### config.mk
export PLATFORM = sky130hd
export DESIGN_NAME = snitch_icache_refill_splitter
export DESIGN_NICKNAME = d
export VERILOG_FILES = /design/src/rtl/snitch_icache_pkg.sv /design/src/rtl/snitch_icache_refill_rspbuf.sv /design/src/rtl/snitch_icache_refill_splitter.sv
export SDC_FILE = /design/constraint.sdc
export NUM_CORES = 1
export LEC_CHECK = 0
export BUFFER_PORTS_ARGS = -buffer_cell sky130_fd_sc_hd__buf_2
export CAP_MARGIN = 20
export CORE_ASPECT_RATIO = 0.8
export CORE_UTILIZATION = 51
export CTS_CLUSTER_SIZE = 28
export DETAILED_ROUTE_END_ITERATION = 6
export GPL_TIMING_DRIVEN = 0
export HOLD_SLACK_MARGIN = 0.08
export PLACE_DENSITY_LB_ADDON = 0.2
export SYNTH_ARGS = -nofsm -noshare
export SYNTH_HDL_FRONTEND = slang
export SYNTH_SLANG_ARGS = --single-unit
### constraint.sdc
create_clock -name clk_i -period 7.2 [get_ports clk_i]
set_input_delay 1.44 -clock clk_i [delete_from_list [all_inputs] [get_ports clk_i]]
set_output_delay 1.44 -clock clk_i [all_outputs]
set_load 0.05 [all_outputs]
### src/rtl/snitch_icache_pkg.sv
// snitch_icache_pkg: shared constants, types and helpers for the refill splitter
package snitch_icache_pkg;
  localparam int unsigned BEAT_W = 8 + 1;
  localparam int unsigned FILL_DW_DEFAULT = 64;
  typedef enum logic {IDLE, ISSUE} state_e;
  typedef struct packed {
    logic                       last;
    logic                       error;
    logic [FILL_DW_DEFAULT-1:0] data;
  } rsp_entry_t;
  function automatic int unsigned credit_w(input int unsigned n);
    return $clog2(n + 1);
  endfunction
endpackage

### src/rtl/snitch_icache_refill_rspbuf.sv
// snitch_icache_refill_rspbuf: registered (non-fall-through) FIFO, output reads 0 when empty
module snitch_icache_refill_rspbuf #(
  parameter int unsigned DEPTH = 4,
  parameter int unsigned WIDTH = 1
) (
  input  logic             clk_i,
  input  logic             rst_i,
  input  logic             push_i,
  input  logic [WIDTH-1:0] data_i,
  input  logic             pop_i,
  output logic [WIDTH-1:0] data_o,
  output logic             empty_o,
  output logic             full_o
);
  localparam int unsigned AW = $clog2(DEPTH);
  logic [WIDTH-1:0] mem [DEPTH];
  logic [AW-1:0] wptr, rptr;
  logic [AW:0] cnt;
  logic do_pop;
  assign empty_o = cnt == '0;
  assign full_o = cnt == (AW+1)'(DEPTH);
  assign do_pop = pop_i & ~empty_o;
  assign data_o = empty_o ? '0 : mem[rptr];
  always_ff @(posedge clk_i) begin
    if (rst_i) begin
      wptr <= '0;
      rptr <= '0;
      cnt <= '0;
    end else begin
      wptr <= wptr + AW'(push_i);
      rptr <= rptr + AW'(do_pop);
      cnt <= cnt + (AW+1)'(push_i) - (AW+1)'(do_pop);
    end
  end
  always_ff @(posedge clk_i) begin
    if (push_i) mem[wptr] <= data_i;
  end
endmodule

### src/rtl/snitch_icache_refill_splitter.sv
// snitch_icache_refill_splitter: splits refill bursts into single-word memory reads with credit-bounded response buffering
module snitch_icache_refill_splitter import snitch_icache_pkg::*; #(
  parameter int unsigned FILL_AW = 32,
  parameter int unsigned FILL_DW = 64,
  parameter int unsigned MAX_OUTSTANDING = 4
) (
  input  logic               clk_i,
  input  logic               rst_i,
  input  logic [FILL_AW-1:0] refill_qaddr_i,
  input  logic [7:0]         refill_qlen_i,
  input  logic               refill_qvalid_i,
  output logic               refill_qready_o,
  output logic [FILL_DW-1:0] refill_pdata_o,
  output logic               refill_perror_o,
  output logic               refill_plast_o,
  output logic               refill_pvalid_o,
  input  logic               refill_pready_i,
  output logic               mem_req_o,
  output logic [FILL_AW-1:0] mem_addr_o,
  input  logic               mem_gnt_i,
  input  logic               mem_rvalid_i,
  input  logic [FILL_DW-1:0] mem_rdata_i,
  input  logic               mem_rerror_i
);
  localparam int unsigned OFF = $clog2(FILL_DW / 8);
  localparam int unsigned CW = credit_w(MAX_OUTSTANDING);
  state_e state_q, state_d;
  logic [FILL_AW-1:0] base_q;
  logic [7:0] len_q;
  logic [BEAT_W-1:0] beat_q;
  logic [CW-1:0] credit_q;
  logic q_hs, gnt, p_hs, last_beat;
  logic lf_last, lf_empty, lf_full, rsp_empty, rsp_full;
  logic [FILL_DW+1:0] rsp_head;
  assign q_hs = refill_qvalid_i & refill_qready_o;
  assign gnt = mem_req_o & mem_gnt_i;
  assign p_hs = refill_pvalid_o & refill_pready_i;
  assign last_beat = beat_q == {1'b0, len_q};
  always_comb begin
    refill_qready_o = state_q == IDLE;
    mem_req_o = state_q == ISSUE && credit_q < CW'(MAX_OUTSTANDING);
    mem_addr_o = base_q + (FILL_AW'(beat_q) << OFF);
    state_d = state_q == IDLE ? (refill_qvalid_i ? ISSUE : IDLE) : (gnt && last_beat ? IDLE : ISSUE);
  end
  always_ff @(posedge clk_i) begin
    if (rst_i) begin
      state_q <= IDLE;
      base_q <= '0;
      len_q <= '0;
      beat_q <= '0;
      credit_q <= '0;
    end else begin
      state_q <= state_d;
      credit_q <= credit_q + CW'(gnt) - CW'(p_hs);
      beat_q <= q_hs ? '0 : beat_q + BEAT_W'(gnt);
      if (q_hs) begin
        base_q <= (refill_qaddr_i >> OFF) << OFF;
        len_q <= refill_qlen_i;
      end
    end
  end
  snitch_icache_refill_rspbuf #(.DEPTH(MAX_OUTSTANDING), .WIDTH(1)) i_last_fifo (
    .clk_i   (clk_i),
    .rst_i   (rst_i),
    .push_i  (gnt),
    .data_i  (last_beat),
    .pop_i   (mem_rvalid_i),
    .data_o  (lf_last),
    .empty_o (lf_empty),
    .full_o  (lf_full)
  );
  snitch_icache_refill_rspbuf #(.DEPTH(MAX_OUTSTANDING), .WIDTH(FILL_DW + 2)) i_rsp_fifo (
    .clk_i   (clk_i),
    .rst_i   (rst_i),
    .push_i  (mem_rvalid_i),
    .data_i  ({lf_last, mem_rerror_i, mem_rdata_i}),
    .pop_i   (p_hs),
    .data_o  (rsp_head),
    .empty_o (rsp_empty),
    .full_o  (rsp_full)
  );
  assign {refill_plast_o, refill_perror_o, refill_pdata_o} = rsp_head;
  assign refill_pvalid_o = ~rsp_empty;
  assert property (@(posedge clk_i) disable iff (rst_i) mem_rvalid_i |-> !lf_empty);
  assert property (@(posedge clk_i) disable iff (rst_i) mem_rvalid_i |-> !rsp_full);
  assert property (@(posedge clk_i) disable iff (rst_i) gnt |-> !lf_full);
  assert property (@(posedge clk_i) disable iff (rst_i) mem_req_o && !mem_gnt_i |=> $stable(mem_addr_o));
endmodule
==> results of run 1 <==
## state kept, by name, summed over array words and instances, names as in the netlist
register          flops
len_q                 8
i_last_fifo.mem       4
beat_q                9
i_last_fifo.cnt       3
state_q               1
i_rsp_fifo.cnt        3
i_rsp_fifo.wptr       2
i_rsp_fifo.rptr       2
base_q               29
credit_q              3
i_rsp_fifo.mem      264
i_last_fifo.wptr      2
i_last_fifo.rptr      2
## power breakdown
group | internal [W] | switching [W]
clock | 0.000906 | 0.000687
combinational | 0.000609 | 0.00131
sequential | 0.00220 | 0.0000490
## cell usage in the layout (no fill, tap or decap), types with 5 or more instances in the layout
cell type,netlist,routed
sky130_fd_sc_hd__edfxtp_1,268,268
sky130_fd_sc_hd__buf_2,9,214
sky130_fd_sc_hd__nand2_1,82,82
sky130_fd_sc_hd__and2_1,68,68
sky130_fd_sc_hd__mux4_2,67,67
sky130_fd_sc_hd__dfxtp_1,64,64
sky130_fd_sc_hd__a21oi_1,43,43
sky130_fd_sc_hd__xnor2_1,33,33
sky130_fd_sc_hd__clkbuf_16,0,31
sky130_fd_sc_hd__clkbuf_1,23,28
sky130_fd_sc_hd__nor2_1,24,23
sky130_fd_sc_hd__ha_1,21,21
sky130_fd_sc_hd__inv_1,19,19
sky130_fd_sc_hd__xor2_1,18,18
sky130_fd_sc_hd__nand3_1,13,13
sky130_fd_sc_hd__nor2b_1,13,13
sky130_fd_sc_hd__a211oi_1,8,8
sky130_fd_sc_hd__and3_1,8,7
sky130_fd_sc_hd__nand4_1,7,7
sky130_fd_sc_hd__buf_6,0,7
sky130_fd_sc_hd__clkinv_2,0,6
sky130_fd_sc_hd__buf_1,5,5
## worst min-delay path by stage
stage                                  startpoint                      end  slack, ps  cells past startpoint
after floorplan           base_q[10]$_SDFFE_PP0P_  base_q[10]$_SDFFE_PP0P_        440                      2
after global placement     base_q[8]$_SDFFE_PP0P_   base_q[8]$_SDFFE_PP0P_        450                      2
after detailed placement   base_q[8]$_SDFFE_PP0P_   base_q[8]$_SDFFE_PP0P_        450                      2
after CTS                  base_q[8]$_SDFFE_PP0P_   base_q[8]$_SDFFE_PP0P_        460                      2
after global routing        len_q[0]$_SDFFE_PP0P_    len_q[0]$_SDFFE_PP0P_        490                      2
final                      base_q[8]$_SDFFE_PP0P_   base_q[8]$_SDFFE_PP0P_        460                      2
## per-stage QoR
stage	std cells	setup slack (ps)	utilization, %	TNS, ps	hold WS (ps)
global route	1459	2340	63.1	0	488
detailed placement	1401	3140	59.2	0	452
finish	1460	2560	63.1	0	461
CTS	1459	2540	63.1	0	462
floorplan	834	403	-	0	441
global placement	1390	-3420	58.4	-225130	447
## cell type report
type	instances	area share, %
flip-flops and latches	332	57.7
multi-input cells	443	24.5
repair buffers	216	7.42
clock buffers	40	5.25
well taps	351	2.72
plain buffers	40	1.07
clock inverters	18	0.951
inverters	19	0.441
diodes	1	0.0155
## Yosys cell counts (9+ instances only)
library cell / count
sky130_fd_sc_hd__nand3_1: 13
sky130_fd_sc_hd__mux4_2: 67
sky130_fd_sc_hd__clkbuf_1: 23
sky130_fd_sc_hd__nand2_1: 82
sky130_fd_sc_hd__edfxtp_1: 268
sky130_fd_sc_hd__nor2_1: 24
sky130_fd_sc_hd__xor2_1: 18
sky130_fd_sc_hd__xnor2_1: 33
sky130_fd_sc_hd__dfxtp_1: 64
sky130_fd_sc_hd__ha_1: 21
sky130_fd_sc_hd__buf_2: 9
sky130_fd_sc_hd__nor2b_1: 13
sky130_fd_sc_hd__inv_1: 19
sky130_fd_sc_hd__a21oi_1: 43
sky130_fd_sc_hd__and2_1: 68
## logic make-up after synthesis
family / synth area share [%]
flip-flops: 69.1
AND/OR/NAND/NOR: 8.79
AO/OA/AOI/OAI: 3.25
multiplexers: 11.2
buffers and inverters: 1.81
XOR/XNOR: 3.31
adder cells (fa/ha/maj): 2.54
other: 0.0278
## critical path: cells and delay by family, from the launching register on
| family | cells | cell delay [ps] |
|---|---|---|
| AND/OR/NAND/NOR | 1 | 170 |
| adder cells (fa/ha/maj) | 2 | 650 |
| flip-flops | 1 | 350 |
| buffers and inverters | 1 | 320 |
| AO/OA/AOI/OAI | 3 | 1000 |
| XOR/XNOR | 1 | 170 |
## layer usage
| metal | vias up | global-route usage, % | routed length (microns) |
|---|---|---|---|
| met5 | - | 0 | 8 |
| met4 | 2 | 3.67 | 386 |
| met3 | 27 | 3.67 | 1530 |
| met2 | 197 | 32.7 | 12700 |
| met1 | 3730 | 29.4 | 12200 |
| li1 | 3626 | - | - |
==> reports/results.txt, run 1 <==
The tools report the number of slew-limit violations in the final report as 0. The path type of the worst min-delay path was register to register. The run gives 0 as the remaining global-route overflow. The run gives 0 as the total DRC errors in the routed layout. Setup repair after global routing left no endpoint under its margin.

For this design, the sink count on the clock tree is 332. The tightest slew margin relative to the limit was 37.5%; the synthesis warning total was 0. Sequential cells were found to cover 69.1% of the synthesized design area. The total power was 0.00576 W; the slack of the worst reg-to-reg path was 4360 ps.

The remaining number of nets flagged by the antenna check after routing is 0, and the power density of the placed cells is 356 nW/um^2. The signed area change from the synthesized netlist to the final layout is 19.8%, and the worst clock skew on the final layout is 5.51 ps. For this run, the slowest stage of the critical path takes 510 ps. At the end of routability-driven placement, the weighted congestion stood at 0.831. Counting every instance in the synthesized netlist gives 832. The critical path ends at mem_addr_o[15].

Max-cap violations in this run came to 0. For this configuration, the core starts out at a cell density of 52.7%. Most area-hungry cell type in the Yosys netlist: sky130_fd_sc_hd__edfxtp_1. The multi-input logic area came out at 3960 sq um. The pin count of the biggest net entering global routing is 42.

The total I/O pin count was 212; the number of setup buffers added after CTS was 0. The tools report the total via count in the routed design as 7582. The fmax is 216 MHz, and the slew at the pin closest to its max-slew limit is 929 ps.

The largest driver fanout on the critical path is 3. The die height works out to 148 microns. STA classifies the critical path endpoint as a primary output. The number of buffers on the longest clock path is 3. Setup violations remaining at the end of the flow were counted as 0.

Counting distinct cell types in the post-synthesis netlist gives 45. The run gives 3200 ps as the data arrival time at the worst-slack endpoint. Critical path launch point type: a register. The register bit total from synthesis was 332.

The startpoint identified for the worst register-to-register timing path is i_rsp_fifo.cnt[1]$_SDFF_PP0_. For this design, the slowest cell found on the critical path is sky130_fd_sc_hd__a221oi_1. Number of hold violations in the final report: 0.

The placed instances occupy a cell area of 15200 sq um. After synthesis, the cell types taking the most area are sky130_fd_sc_hd__edfxtp_1 60%, sky130_fd_sc_hd__mux4_2 11%, sky130_fd_sc_hd__dfxtp_1 9.5%. The share of layout cells above drive strength 1 is 32.5%.

STA puts the critical path data required time at 5760 ps. For the sum of routed wire length over all layers, the log shows 26900 microns. Port buffering added 205 buffers.

The mapped netlist covers 13500 sq um. The number of H-tree levels is 1. Detailed placement finished with a half-perimeter wire length of 18700 microns. Critical path start-end classification: register to primary output.

Dividing the detail-routed wire length by the instance count gives 18.4 microns. For the first-pass GRT wire length, the log shows 42300 microns. After routing the design area is 16200 sq um.

The via density per instance came out at 5.19. The flow ran to the end, and the final reports show no timing, DRC or antenna violations. The tree is rooted in a sky130_fd_sc_hd__clkbuf_16. The flip-flop and latch area is 9330 sq um, and the number of placement rows is 52. After the first detailed-routing iteration, the DRC count stood at 375.

The die extent in x is 184 microns. Fill cells in the final layout number 1949. TritonCTS built the clock tree.

The die covers 27100 sq um. The number of antenna violations at the first check in global routing was 2; the final clock period utilization by the worst path was 64.4%. For this run, asynchronously set or reset flops after synthesis account for 0%. The core region is 25600 sq um.

Counting I/O delays and the setup requirement, the final critical path takes 4640 ps. The later pin in the worst-skew pair is clocked with a latency of 550 ps. Before antenna repair, the detailed router went through 5 iterations. The signal on the critical path passes through ha_1, fa_1, a21o_1, a221oi_1, o21ai_0, nand4_1, xnor2_1, buf_2. The number of global-route vias before repair came out at 7697. The number of cells on the worst reg-to-reg path is 10. Among all flip-flop cells after synthesis, the most frequent one is sky130_fd_sc_hd__edfxtp_1.

At the end of the flow, the number of nets in the layout was 1219. Summed over all cells, the static leakage comes to 5.96 nW. Across the VDD grid, the largest voltage drop is 312 uV. Tracing the worst setup path back leads to its startpoint at beat_q[0]$_SDFF_PP0_.

For this run, the total global-route usage over all layers was measured as 20.3%. The post-CTS clock slew at the launch and capture registers of the worst setup and hold paths came out at 70 ps. TritonCTS created 31 clock buffers. Hold repair after CTS inserted 0 buffers.

The critical register-to-register path endpoint is credit_q[2]$_SDFF_PP0_. The synthesized design devotes to its leading area cell type 59.6% of total area. Dividing the synthesized area by the synthesized cell count gives 16.2 sq um. Gates resized during post-CTS repair numbered 0.

The number of enable-type register cells in the synthesized netlist works out to 268.
(Power assumes the default switching activity.)
==> run 2, diff against run 1 <==
--- a/config.mk
+++ b/config.mk
@@ -5,10 +5,11 @@
 export SDC_FILE = /design/constraint.sdc
 export NUM_CORES = 1
 export LEC_CHECK = 0
+export ABC_AREA = 1
 export BUFFER_PORTS_ARGS = -buffer_cell sky130_fd_sc_hd__buf_2
 export CAP_MARGIN = 20
 export CORE_ASPECT_RATIO = 0.8
-export CORE_UTILIZATION = 51
+export CORE_UTILIZATION = 52
 export CTS_CLUSTER_SIZE = 28
 export DETAILED_ROUTE_END_ITERATION = 6
 export GPL_TIMING_DRIVEN = 0
==> constraint.sdc (replaced) <==
create_clock -name clk_i -period 3.98 [get_ports clk_i]
set_input_delay 0.796 -clock clk_i [delete_from_list [all_inputs] [get_ports clk_i]]
set_output_delay 0.796 -clock clk_i [all_outputs]
set_load 0.05 [all_outputs]
==> reports/results.txt, run 2 <==
Number of instances resized during post-cts repair: 0 (unchanged). The path type of the worst min-delay path was register to register (unchanged). The worst clock skew on the final layout is 18.8 ps (was 5.51 ps), and the fmax is 291 MHz.

The synthesized area is 14200 sq um (was 13500 sq um). The number of H-tree levels is 2 (was 1). The most common cell after layout, fill and taps aside was sky130_fd_sc_hd__nor2_1 (was sky130_fd_sc_hd__edfxtp_1). Setup repair after global routing left no endpoint under its margin. The tools report the post-synthesis instance total as 1353 (was 832). The number of antenna violations at the first check in global routing is 4 (was 2).

The category of the worst setup path capture point was a primary output (unchanged). The startpoint of the worst-slack reg-to-reg timing path was i_rsp_fifo.cnt[1]$_SDFF_PP0_ (unchanged). The most numerous cell in the Yosys netlist was sky130_fd_sc_hd__nor2_1 (was sky130_fd_sc_hd__edfxtp_1). The number of buffers on the longest clock path is 3 (unchanged), and the synthesis warning total is 0 (unchanged). The slew at the pin closest to its max-slew limit is 888 ps (was 929 ps), and the post-CTS clock slew at the launch and capture registers of the worst setup and hold paths is 50 ps (was 70 ps).

The iteration count of the initial detailed-routing pass is 6 (was 5), and the cell depth of the worst hold path is 2 (unchanged). The total via count in the routed design was 10600 (was 7582); the die height was 150 microns (was 148 microns). Synthesized area divided by synthesized cell count: 10.5 sq um (was 16.2 sq um).

The number of slew-limit violations in the final report came out at 0 (unchanged). The routability congestion estimate from global placement was 0.956 (was 0.831). The register bit total from synthesis was 332 (unchanged); the total DRC errors in the routed layout was 0 (unchanged).

The minimum clock period after layout came out at 3430 ps. The largest driver fanout on the critical path came out at 5 (was 3). The run finished with clean final reports. The number of port buffers came out at 204 (was 205). The tools report the summed negative setup slack over all endpoints as 0 ps (unchanged). For the number of placement rows, the log shows 53 (was 52).

TritonCTS built the clock tree. Most instantiated cells after synthesis: 369 x sky130_fd_sc_hd__nor2_1, 268 x sky130_fd_sc_hd__edfxtp_1, 160 x sky130_fd_sc_hd__o21ai_0 (was 268 x sky130_fd_sc_hd__edfxtp_1, 82 x sky130_fd_sc_hd__nand2_1, 68 x sky130_fd_sc_hd__and2_1). The final non-filler cell total was 2011 (was 1460).

The number of clock sinks came out at 332 (unchanged). The worst path uses 86.2% of the clock period. Worst reg2reg path depth: 11 (was 10). Critical path start-end classification: register to primary output (unchanged). The tightest slew margin relative to the limit was 40.5% (was 37.5%); the total half-perimeter wirelength after legalization and detailed placement was 24400 microns (was 18700 microns). The post-detailed-route wirelength per cell is 17.3 microns (was 18.4 microns), and the number of DRC markers after the initial detailed-route iteration is 983 (was 375). The share of layout cells above drive strength 1 came out at 21.5% (was 32.5%).

For the count of final setup violators, the log shows 0 (unchanged). The number of maximum-capacitance constraint violations is 0 (unchanged), and the number of enable-type register cells in the synthesized netlist is 268 (unchanged). Endpoint with the worst hold slack: len_q[3]$_SDFFE_PP0P_ (was base_q[8]$_SDFFE_PP0P_). The tools report the count of distinct cell types in the synthesized netlist as 37 (was 45). The via density per instance came out at 5.25 (was 5.19).

The power density of the placed cells was 677 nW/um^2 (was 356 nW/um^2); the data arrival time at the worst-slack endpoint was 2640 ps (was 3200 ps). The required time at the endpoint of the critical path was 3180 ps (was 5760 ps); the first-pass GRT wire length was 53500 microns (was 42300 microns). The remaining number of nets flagged by the antenna check after routing is 0 (unchanged), and the sum of routed wire length over all layers is 34900 microns (was 26900 microns). Synth area leaders: sky130_fd_sc_hd__edfxtp_1 57%, sky130_fd_sc_hd__nor2_1 9.8%, sky130_fd_sc_hd__dfxtp_1 9.0% (was sky130_fd_sc_hd__edfxtp_1 60%, sky130_fd_sc_hd__mux4_2 11%, sky130_fd_sc_hd__dfxtp_1 9.5%). The initial standard-cell utilization of the core was 53.5% (was 52.7%). Number of cells in the design after placement: 1946 (was 1401).

Critical path launch point type: a register (unchanged). The remaining global-route overflow was 0 (unchanged); the number of nets in the finished design was 1763 (was 1219). The tools report the launch instance of the worst min-delay path as len_q[3]$_SDFFE_PP0P_ (was base_q[8]$_SDFFE_PP0P_).

The area share of the largest cell type after synthesis is 56.7% (was 59.6%). The slack of the worst reg-to-reg path was 1040 ps (was 4360 ps); the number of global-route vias before repair was 9872 (was 7697). The total I/O pin count was 212 (unchanged); the die extent in x was 187 microns (was 184 microns).

Registers with the highest flip-flop counts: i_rsp_fifo.mem: 264 flops, base_q: 29 flops, beat_q: 9 flops (unchanged). The share of async-settable or async-resettable flops after synthesis is 0% (unchanged), and the die footprint is 28000 sq um (was 27100 sq um). The cell at the root of the clock tree was sky130_fd_sc_hd__clkbuf_16 (unchanged). The critical register-to-register path endpoint was i_rsp_fifo.cnt[2]$_SDFF_PP0_ (was credit_q[2]$_SDFF_PP0_).

Top register by number of flip-flops: i_rsp_fifo.mem (unchanged). The fraction of the yosys area taken by sequential cells was 65.7% (was 69.1%). Hold buffer count at cts: 0 (unchanged).

The signed area change from the synthesized netlist to the final layout was 21.0% (was 19.8%). The logs give 0 (unchanged) for the number of setup buffers added after CTS and 6.95 nW (was 5.96 nW) for the leakage power of the design. The logs give 505 uV (was 312 uV) for the maximum vdd drop and 0.0116 W (was 0.00576 W) for the total power.

Overall fraction of global-route tracks in use: 24.8% (was 20.3%). The logs give 36 (was 31) for the total CTS buffers and 15 (was 42) for the pin count of the biggest net entering global routing. Most frequent cells in the layout: 369 x sky130_fd_sc_hd__nor2_1, 268 x sky130_fd_sc_hd__edfxtp_1, 223 x sky130_fd_sc_hd__buf_2 (was 268 x sky130_fd_sc_hd__edfxtp_1, 214 x sky130_fd_sc_hd__buf_2, 82 x sky130_fd_sc_hd__nand2_1). For the floorplan core area, the log shows 26500 sq um (was 25600 sq um). The clock network latency to the later pin of the worst-skew pair was 510 ps (was 550 ps). Flip-flop count of the largest register, all copies and words added: 264 (unchanged). Most area-hungry cell type in the Yosys netlist: sky130_fd_sc_hd__edfxtp_1 (unchanged).

The number of hold violations in the final report is 0 (unchanged). The predominant post-synthesis flop cell is sky130_fd_sc_hd__edfxtp_1 (unchanged).
[run 2: cell types whose count changed after synthesis, moves of 13 or more]
cell and delta:
sky130_fd_sc_hd__a21oi_1 +52, sky130_fd_sc_hd__inv_1 +59, sky130_fd_sc_hd__mux4_2 -67, sky130_fd_sc_hd__o21ai_0 +157
sky130_fd_sc_hd__nand2_1 +22, sky130_fd_sc_hd__o21ai_1 +21, sky130_fd_sc_hd__nor2_1 +345, sky130_fd_sc_hd__and2_1 -68
sky130_fd_sc_hd__xnor2_1 -27, sky130_fd_sc_hd__nor2b_1 -13
[run 2: worst max-delay path by stage]
stage	startpoint	to	slack, ps
6_report	beat_q[0]$_SDFF_PP0_	mem_addr_o[21]	550
2_1_floorplan	mem_rvalid_i	i_rsp_fifo.mem[0][0]$_DFFE_PP_	-1930
3_3_place_gp	mem_rvalid_i	i_rsp_fifo.mem[1][38]$_DFFE_PP_	-5630
3_5_place_dp	i_rsp_fifo.cnt[1]$_SDFF_PP0_	i_rsp_fifo.cnt[2]$_SDFF_PP0_	980
5_1_grt	beat_q[0]$_SDFF_PP0_	mem_addr_o[21]	360
4_1_cts	beat_q[0]$_SDFF_PP0_	mem_addr_o[21]	510
[run 2: cell families (layout without fill, tap and decap cells)]
kind of cell    after synthesis  count (layout)  share of synthesized area, %
simple gates                539             539                          15.4
flops                       332             332                          65.7
compound gates              282             282                          10.1
buf+inv                     148             445                          4.69
xor+xnor                     26              26                          1.60
fa+ha+maj                    25              25                          2.42
other cells                   1               5                        0.0264
[run 2: per-layer routing]
metal	routed length, microns	track usage, %	share of wire (%)	up-vias
met4	697	6.35	2.0	4
met3	2600	4.03	7.5	60
met5	20	0	0.057	-
li1	-	-	-	5167
met1	16000	36.9	46	4968
met2	15600	38.0	45	368
[run 2: power by group]
part | internal [W] | switching, W
Sequential | 0.00399 | 0.0000992
Combinational | 0.00101 | 0.00333
Clock | 0.00190 | 0.00129
Total | 0.00690 | 0.00472
[run 2: per-stage QoR]
| step | worst slack (ps) | util [%] | area (sq um) | hold WS [ps] |
|---|---|---|---|---|
| after floorplan | -1930 | - | 14200 | 436 |
| after global placement | -5630 | 59.1 | 15700 | 453 |
| after detailed placement | 983 | 60.4 | 16000 | 467 |
| after CTS | 510 | 64.7 | 17200 | 476 |
| after global routing | 361 | 64.7 | 17200 | 479 |
| final | 548 | 64.7 | 17200 | 474 |
[run 2: layout make-up]
| cell class | count | area [sq um] |
|---|---|---|
| Timing Repair Buffer | 234 | 1370 |
| Clock buffer | 49 | 1000 |
| Clock inverter | 14 | 131 |
| Antenna cell | 2 | 5.00 |
| Buffer | 67 | 362 |
| Inverter | 81 | 304 |
| Fill cell | 2102 | 9360 |
| Sequential cell | 332 | 9330 |
| Tap cell | 357 | 447 |
| Multi-Input combinational cell | 875 | 4220 |
[run 2: critical path: stages (launching register included)]
cell	delay [ps]
sky130_fd_sc_hd__dfxtp_1	340
sky130_fd_sc_hd__ha_1	260
sky130_fd_sc_hd__fa_1	420
sky130_fd_sc_hd__nand3_1	100
sky130_fd_sc_hd__nand2_1	100
sky130_fd_sc_hd__nand2_1	90
sky130_fd_sc_hd__nand2_2	100
sky130_fd_sc_hd__nand2_1	100
sky130_fd_sc_hd__nand2_2	90
sky130_fd_sc_hd__nand2_1	70
sky130_fd_sc_hd__nor2_1	40
sky130_fd_sc_hd__nor2_1	140
sky130_fd_sc_hd__buf_2	280
